File: src/rtl/uart_pkg.sv
// Shared UART definitions for the receive and transmit sides.
package uart_pkg;

  localparam int UART_DATA_BITS = 8;
  localparam int UART_SUM_W     = 32;

  typedef enum logic [2:0] {
    IDLE,
    START,
    DATA,
    STOP,
    BREAK
  } rx_state_t;

endpackage

File: src/rtl/uart_rx_sum_if.sv
// Serial line plus received-byte/status bundle for uart_rx_sum.
interface uart_rx_sum_if;
  import uart_pkg::*;

  logic                      i_serial;
  logic [UART_DATA_BITS-1:0] o_data;
  logic                      o_valid;
  logic                      o_frame_err;
  logic                      o_idle;
  logic [UART_SUM_W-1:0]     o_sum;

  // master: the receiver; slave: whoever drives the line and consumes bytes
  modport master (
    input  i_serial,
    output o_data, o_valid, o_frame_err, o_idle, o_sum
  );

  modport slave (
    output i_serial,
    input  o_data, o_valid, o_frame_err, o_idle, o_sum
  );

endinterface

File: src/rtl/uart_sync.sv
// Two-flop synchronizer for an asynchronous single-bit input.
module uart_sync #(
  parameter logic RST_VAL = 1'b1
) (
  input  logic clk,
  input  logic rst_n,
  input  logic d,
  output logic q
);

  logic meta;

  always_ff @(posedge clk) begin
    if (!rst_n) begin
      meta <= RST_VAL;
      q    <= RST_VAL;
    end else begin
      meta <= d;
      q    <= meta;
    end
  end

endmodule

File: src/rtl/uart_rx_sum.sv
// 8N1 UART receiver with a running 32-bit checksum of accepted bytes,
// start-glitch rejection and framing-error detection.
module uart_rx_sum
  import uart_pkg::*;
#(
  parameter int unsigned           cycles_per_bit = 3,
  parameter logic [UART_SUM_W-1:0] sum_init       = '0
) (
  input  logic          clk,
  input  logic          rst_n,
  uart_rx_sum_if.master rx
);

  localparam logic [15:0] HALF   = 16'(cycles_per_bit / 2);
  localparam logic [15:0] CPB_M1 = 16'(cycles_per_bit - 1);

  logic                      s;
  rx_state_t                 state_q, state_d;
  logic [15:0]               cyc_q, cyc_d;
  logic [2:0]                bit_q, bit_d;
  logic [UART_DATA_BITS-1:0] shift_q, shift_d;
  logic                      pend_q, pend_d;
  logic                      err_q, err_d;
  logic                      valid_q;
  logic [UART_DATA_BITS-1:0] data_q;
  logic [UART_SUM_W-1:0]     sum_q;

  uart_sync #(.RST_VAL(1'b1)) u_sync (
    .clk   (clk),
    .rst_n (rst_n),
    .d     (rx.i_serial),
    .q     (s)
  );

  always_comb begin
    state_d = state_q;
    cyc_d   = cyc_q;
    bit_d   = bit_q;
    shift_d = shift_q;
    pend_d  = 1'b0;
    err_d   = 1'b0;
    unique case (state_q)
      IDLE: begin
        if (!s) begin
          state_d = START;
          cyc_d   = '0;
        end
      end
      START: begin
        // sample near the centre of the start bit; high here is a glitch
        if (cyc_q == HALF - 16'd1) begin
          cyc_d = '0;
          bit_d = '0;
          state_d = s ? IDLE : DATA;
        end else begin
          cyc_d = cyc_q + 16'd1;
        end
      end
      DATA: begin
        if (cyc_q == CPB_M1) begin
          cyc_d          = '0;
          shift_d[bit_q] = s;
          if (bit_q == 3'd7) state_d = STOP;
          else               bit_d   = bit_q + 3'd1;
        end else begin
          cyc_d = cyc_q + 16'd1;
        end
      end
      STOP: begin
        // return to IDLE at the stop sample so a back-to-back start is caught;
        // the byte itself is published one cycle later via pend_q
        if (cyc_q == CPB_M1) begin
          cyc_d = '0;
          if (s) begin
            pend_d  = 1'b1;
            state_d = IDLE;
          end else begin
            err_d   = 1'b1;
            state_d = BREAK;
          end
        end else begin
          cyc_d = cyc_q + 16'd1;
        end
      end
      BREAK: begin
        if (s) state_d = IDLE;
      end
      default: state_d = IDLE;
    endcase
  end

  always_ff @(posedge clk) begin
    if (!rst_n) begin
      state_q <= IDLE;
      cyc_q   <= '0;
      bit_q   <= '0;
      shift_q <= '0;
      pend_q  <= 1'b0;
      err_q   <= 1'b0;
      valid_q <= 1'b0;
      data_q  <= '0;
      sum_q   <= sum_init;
    end else begin
      state_q <= state_d;
      cyc_q   <= cyc_d;
      bit_q   <= bit_d;
      shift_q <= shift_d;
      pend_q  <= pend_d;
      err_q   <= err_d;
      valid_q <= pend_q;
      if (pend_q) begin
        data_q <= shift_q;
        sum_q  <= sum_q + {{(UART_SUM_W-UART_DATA_BITS){1'b0}}, shift_q};
      end
    end
  end

  assign rx.o_data      = data_q;
  assign rx.o_valid     = valid_q;
  assign rx.o_frame_err = err_q;
  assign rx.o_idle      = (state_q == IDLE);
  assign rx.o_sum       = sum_q;

endmodule

File: src/flat_wrapper.sv
// flat-port wrapper written by rule: the top's interface ports become plain ports
module uart_rx_sum_flat import uart_pkg::*;
#(
  parameter int unsigned           cycles_per_bit = 3,
  parameter logic [UART_SUM_W-1:0] sum_init       = '0
)
  (clk, rst_n, rx_i_serial, rx_o_data, rx_o_valid, rx_o_frame_err, rx_o_idle, rx_o_sum);
  uart_rx_sum_if rx_i ();
  input  logic clk;
  input  logic rst_n;
  input wire logic [$bits(rx_i.i_serial)-1:0] rx_i_serial;
  output wire logic [$bits(rx_i.o_data)-1:0] rx_o_data;
  output wire logic [$bits(rx_i.o_valid)-1:0] rx_o_valid;
  output wire logic [$bits(rx_i.o_frame_err)-1:0] rx_o_frame_err;
  output wire logic [$bits(rx_i.o_idle)-1:0] rx_o_idle;
  output wire logic [$bits(rx_i.o_sum)-1:0] rx_o_sum;
  assign rx_i.i_serial = rx_i_serial;
  assign rx_o_data = rx_i.o_data;
  assign rx_o_valid = rx_i.o_valid;
  assign rx_o_frame_err = rx_i.o_frame_err;
  assign rx_o_idle = rx_i.o_idle;
  assign rx_o_sum = rx_i.o_sum;
  uart_rx_sum #(.cycles_per_bit(cycles_per_bit), .sum_init(sum_init)) u_core (.clk(clk), .rst_n(rst_n), .rx(rx_i));
endmodule
File: config.mk
export PLATFORM = sky130hd
export DESIGN_NAME = uart_rx_sum_flat
export DESIGN_NICKNAME = d
export VERILOG_FILES = /design/src/rtl/uart_pkg.sv /design/src/rtl/uart_rx_sum_if.sv /design/src/rtl/uart_sync.sv /design/src/rtl/uart_rx_sum.sv /design/src/flat_wrapper.sv
export SDC_FILE = /design/constraint.sdc
export NUM_CORES = 1
export LEC_CHECK = 0
export BUFFER_PORTS_ARGS = -buffer_cell sky130_fd_sc_hd__buf_2
export CORE_UTILIZATION = 50
export CTS_BUF_LIST = sky130_fd_sc_hd__clkbuf_16
export CTS_CLUSTER_DIAMETER = 120
export DETAILED_ROUTE_END_ITERATION = 8
export GPL_ROUTABILITY_DRIVEN = 0
export MAX_ROUTING_LAYER = met4
export PLACE_DENSITY = 0.7
export RECOVER_POWER = 25
export SLEW_MARGIN = 25
export SYNTH_ARGS = -nofsm -noshare
export SYNTH_HDL_FRONTEND = slang
export SYNTH_SLANG_ARGS = --single-unit
File: constraint.sdc
create_clock -name clk -period 4 [get_ports clk]
set_input_delay 0.8 -clock clk [delete_from_list [all_inputs] [get_ports clk]]
set_output_delay 0.8 -clock clk [all_outputs]
set_load 0.03 [all_outputs]
---- Word-level counts from Yosys, hierarchy flattened ----
Index checks and enable logic that the tools add are counted.
cells by class
  $add $sub $neg .......................... 3
  order comparisons ....................... 2
  eq/ne operators ......................... 13
  mux-type cells .......................... 22
  reduce and logical (&&, ||, !) cells .... 11
operators with widths
  cell                                                   count
  two-way mux 16 bit                                     3
  case mux 16 bit (3 select lines)                       1
  adder 32 x 8 -> 32 bit                                 1
  two-way mux 3 bit                                      10
  adder 16 x 1 -> 16 bit (second input constant)         1
  equality test 16 x 2 -> 1 bit (second input constant)  1
  zero test 16 bit                                       1
  case mux 3 bit (5 select lines)                        1
  bitwise mux 8 bit                                      1
  != test 2 x 1 -> 1 bit (second input constant)         4
  equality test 3 x 2 -> 1 bit (second input constant)   2
  equality test 3 bit (second input constant)            2
  != test 2 bit (second input constant)                  3
  case mux 3 bit (2 select lines)                        1
  AND reduction 6 bit                                    1
  < comparator 3 x 4 -> 1 bit (second input constant)    1
  AND reduction 2 bit                                    2
  AND reduction 4 bit                                    1
  adder 3 x 1 -> 3 bit (second input constant)           1
  demux 1 bit (select 3 bit)                             1
  equality test 3 x 1 -> 1 bit (second input constant)   1
  >= comparator 3 x 1 -> 1 bit (second input constant)   1
  zero test 3 bit                                        1
  two-way mux 1 bit                                      3
  6 further kinds                                        6
word-level totals
  register bits after elaboration ......... 75
  input port bits ......................... 3
  output and inout bits ................... 43
  logic and storage cells ................. 62

---- Depth between registers and ports, before layout ----
  word-level depth ........................ 5
  mapped depth ............................ 8
  mapped depth without buffers ............ 8

---- Cells and area by module ----
From an unflattened synthesis, not the netlist that was laid out.
second synthesis, totals
  cells, all modules ...................... 467
  area total of the unflattened synthesis .. 3997.6 sq um
by module, submodules not included
  module       times used  cells each  area an instance (sq um)  sequential area each (sq um)
  uart_rx_sum  1           463         3945.0                    1461.4
  uart_sync    1           4           52.6                      40.0

---- Worst setup path after synthesis ----
Ideal clock, no wire load.
  path kind ............................... reg-to-reg
  start ................................... register u_core.sum_q[0] (netlist: u_core.rx.o_sum[0])
  end ..................................... register u_core.sum_q[26] (netlist: u_core.rx.o_sum[26])
  setup time .............................. 0.128 ns
  arrival ................................. 2.300 ns
  required time ........................... 3.872 ns
  setup slack ............................. 1.572 ns
  cell stages (with the launch flop) ...... 9
  path buffers ............................ 0
  clock period less this slack ............ 2.428 ns
  cell sequence ........................... dfxtp_1 ha_1 fa_1 a21o_1 a221o_1 o2111ai_1 or4_1 xor2_1 nor2_1
on the way
  word-level cells in the longest chain between the ends .. 1
ends and longest elaborated chain
  what                    line                text
  start, declared         uart_rx_sum.sv:26   logic [UART_SUM_W-1:0] sum_q;
  start signal, assigned  uart_rx_sum.sv:102  sum_q <= sum_init;
  start signal, assigned  uart_rx_sum.sv:113  sum_q <= sum_q + {{(UART_SUM_W-UART_DATA_BITS){1'b0}}, shift_q};
  adder 32 x 8 -> 32 bit  uart_rx_sum.sv:113
No other way between the ends.
A chain may end at the register's enable or synchronous reset.

==> run_results.csv <==
group,metric,value,unit
finish,fin_cells,578,
synthesis,yosys_warnings,0,
worst_setup_path,cp_slowest_cell,"clkbuf_1",
clock_tree,cts-resized-gates,0,
clock_tree,postCtsSetupRepairBufs,0,
run,cap_violations,0,
clock_tree,cts_root_buf,"clkbuf_16",
synthesis,synth_area,0.00373,mm²
timing,slew-limit-headroom,26.5,%
pwr,p_per_area,384,mW/mm²
detailed_routing,drtIter0Drc,89,
worst_setup_path,cpPeakStageDelay,790,ps
clock_tree,clk_pin_slew,60,ps
clock_tree,numCtsBuffers,9,
synthesis,avgSynthCellArea,8.62,µm²
floorplan,num_rows,31,
worst_setup_path,rrSetupSlack,1420,ps
global_routing,grt.total_usage,22.6,%
finish,multi_input_area,0.00211,mm²
synthesis,ys_ff_latch,75,
clock_tree,h-tree-depth,3,
finish,area_growth,14.1,%
place,dpl.cell_count,563,
pwr,ir_drop,0.253,mV
timing,rsz0062_at_grt,"no",
worst_setup_path,r2r-end,"u_core.rx.o_sum[29]",
detailed_routing,dr.pass1.iters,4,
worst_setup_path,cp-start-kind,"primary input",
place,numPortBuffers,45,
synthesis,netlist-cell-type-count,52,
worst_setup_path,worst-path-max-fanout,23,
finish,fill_cells,684,
worst_setup_path,r2r_cells,7,
global_routing,grt_pass1_vias,2900,
global_routing,grt_max_degree,44,
synthesis,yosys_most_used_dff,"dfxtp_1",
floorplan,core,0.00725,mm²
synthesis,synthTopCellsByArea,"dfxtp_1 40%, nor2_1 7.0%, mux2i_1 5.9%, xnor2_1 5.9%, ha_1 4.4%",
worst_setup_path,r2r-start,"u_core.rx.o_sum[4]",
worst_setup_path,cp.depth,4,
place,dp_hpwl,5.55,mm
finish,diodes,0,
floorplan,die_w,88.4,µm
clock_tree,clockBufferDepth,2,
global_routing,antenna_found_initial,0,
timing,setup-tns-final,0,ps
worst_setup_path,critPathCaptureType,"flip-flop",
floorplan,start_util,51.5,%
timing,fmax,0.378,GHz
synthesis,synthCells,433,
worst_setup_path,path_class,"in2reg",
timing,finClkSkew,7.56,ps
detailed_routing,wl_per_cell,14.0,µm
timing,post-route-min-period,2650,ps
run_status,outcome,"finished clean",
synthesis,synth_nets,450,
finish,num-nets-final,492,
floorplan,dieArea,0.00782,mm²
synthesis,netlist.area_leader.share,40.2,%
global_routing,grt_first_pass_wirelength,13.4,mm
global_routing,overflow,0,
timing,hold_viol_final,0,
finish,regArea,0.00150,mm²
timing,final-max-slew-violation-count,0,
timing,fin_crit_sh,66.2,%
synthesis,synth_common_cells,"75 x dfxtp_1, 70 x nor2_1, 41 x nand2_1",
floorplan,io_pins,46,
worst_setup_path,crit_required,4260,ps
synthesis,yosysMostFrequentCell,"dfxtp_1",
clock_tree,hold_buffers,0,
worst_setup_path,endpoint,"u_core.bit_q[0]",
clock_tree,cts.sinks,75,
worst_setup_path,path_buf_inv,2,
worst_setup_path,cp-startpoint,"rst_n",
pwr,p_leak,1.55,nW
detailed_routing,vias,3176,
detailed_routing,ant_nets,0,
detailed_routing,drc,0,
timing,worst_pin_slew,1100,ps
synthesis,yosysSeqAreaShare,40.2,%
hold_path,hp-class,"reg2reg",
synthesis,ys_async_sr_fraction,0,%
synthesis,synth-edff-count,0,
clock_tree,insertion_delay,330,ps
timing,setup_viol,0,
synthesis,synth_top_area_cell,"dfxtp_1",
finish,drive_above_1_share,9.60,%
clock_tree,tritoncts,"built",
worst_setup_path,path_cells,"clkbuf_1, clkinv_1, or4_1, mux2i_1",
worst_setup_path,cp.arrival,2900,ps
detailed_routing,viasPerCell,5.49,
worst_setup_path,cp_top_family,"buffers and inverters",
floorplan,die_h,88.4,µm
detailed_routing,drt_wl_total,8.12,mm
cell usage in the layout, fill, tap and decap left out, types with 2 or more instances in the layout:
cell / n
ha_1: 13
xor2_1: 9
mux2i_1: 22
clkbuf_1: 27
clkinv_2: 4
nand2b_1: 10
nand2_1: 41
xnor2_1: 25
nor4_1: 2
clkbuf_16: 9
o21ai_0: 12
a21oi_1: 22
a21o_1: 3
buf_2: 18
nor2b_1: 2
and4_1: 2
and3_1: 6
or3_1: 6
nor3_1: 10
nand4_1: 9
a2111oi_0: 4
a211oi_1: 5
o211ai_1: 6
or4_4: 2
or4_1: 5
inv_1: 9
a31oi_1: 3
buf_4: 2
nor2_1: 70
o2111ai_1: 3
or2_2: 2
nand3_1: 17
o31ai_1: 4
dfxtp_1: 75
kinds of logic after synthesis:
family | after synthesis | share of synthesized area [%]
muxes | 22 | 5.90
DFF | 75 | 40.2
adders and majority gates | 14 | 4.89
buffers and inverters | 26 | 3.35
and+or+nand+nor | 190 | 24.7
AOI/OAI and AO/OA | 72 | 12.9
xor gates and xnor gates | 34 | 7.98
worst min path at each step:
stage | startpoint | to | slack (ps) | cells past startpoint
6_report | u_core.u_sync.meta | u_core.u_sync.q | 410 | 1
5_1_grt | u_core.u_sync.meta | u_core.u_sync.q | 440 | 1
4_1_cts | u_core.u_sync.meta | u_core.u_sync.q | 410 | 1
3_5_place_dp | u_core.u_sync.meta | u_core.u_sync.q | 400 | 1
3_3_place_gp | u_core.u_sync.meta | u_core.u_sync.q | 400 | 1
2_1_floorplan | u_core.u_sync.meta | u_core.u_sync.q | 390 | 1
layout make-up:
| type | instances | area share [%] |
|---|---|---|
| well taps | 99 | 2.91 |
| flip-flops and latches | 75 | 35.3 |
| inverters | 10 | 0.881 |
| clock buffers | 9 | 5.29 |
| repair buffers | 47 | 4.85 |
| clock inverters | 6 | 1.35 |
| multi-input cells | 332 | 49.5 |
registers in the layout, summed over array words and instances (netlist names):
register and count:
u_core.rx.o_frame_err 1, u_core.rx.o_data 8, u_core.state_q 3, u_core.bit_q 3, u_core.cyc_q 16, u_core.u_sync.q 1, u_core.rx.o_sum 32, u_core.shift_q 8
u_core.pend_q 1, u_core.rx.o_valid 1, u_core.u_sync.meta 1
metal layers:
layer / wire length [µm] / part of all wire (%) / global-route usage [%] / vias up
met4: 81 / 1.0 / 8.94 / 0
li1: - / - / - / 1614
met5: 0 / 0 / - / -
met3: 278 / 3.4 / 3.26 / 7
met1: 3940 / 49 / 28.9 / 1488
met2: 3820 / 47 / 35.9 / 67
through the flow:
stage	setup WS [ps]	util, %	power [mW]	hold slack, ps	instance area, µm²
after floorplan	1570	-	0.863	386	3730
after global placement	1590	55.3	0.879	395	4010
after detailed placement	1510	55.3	0.880	398	4010
after CTS	1370	59.2	1.65	415	4290
after global routing	1180	58.7	1.70	440	4260
final	1350	58.7	1.64	413	4260
where the power goes:
group | leakage (nW) | switching (mW) | internal, mW
clock network | 0.141 | 0.299 | 0.474
registers | 0.604 | 0.0120 | 0.753
logic | 0.803 | 0.0680 | 0.0308
total | 1.55 | 0.379 | 1.26
Note: power is estimated with default switching activity, not from simulation.
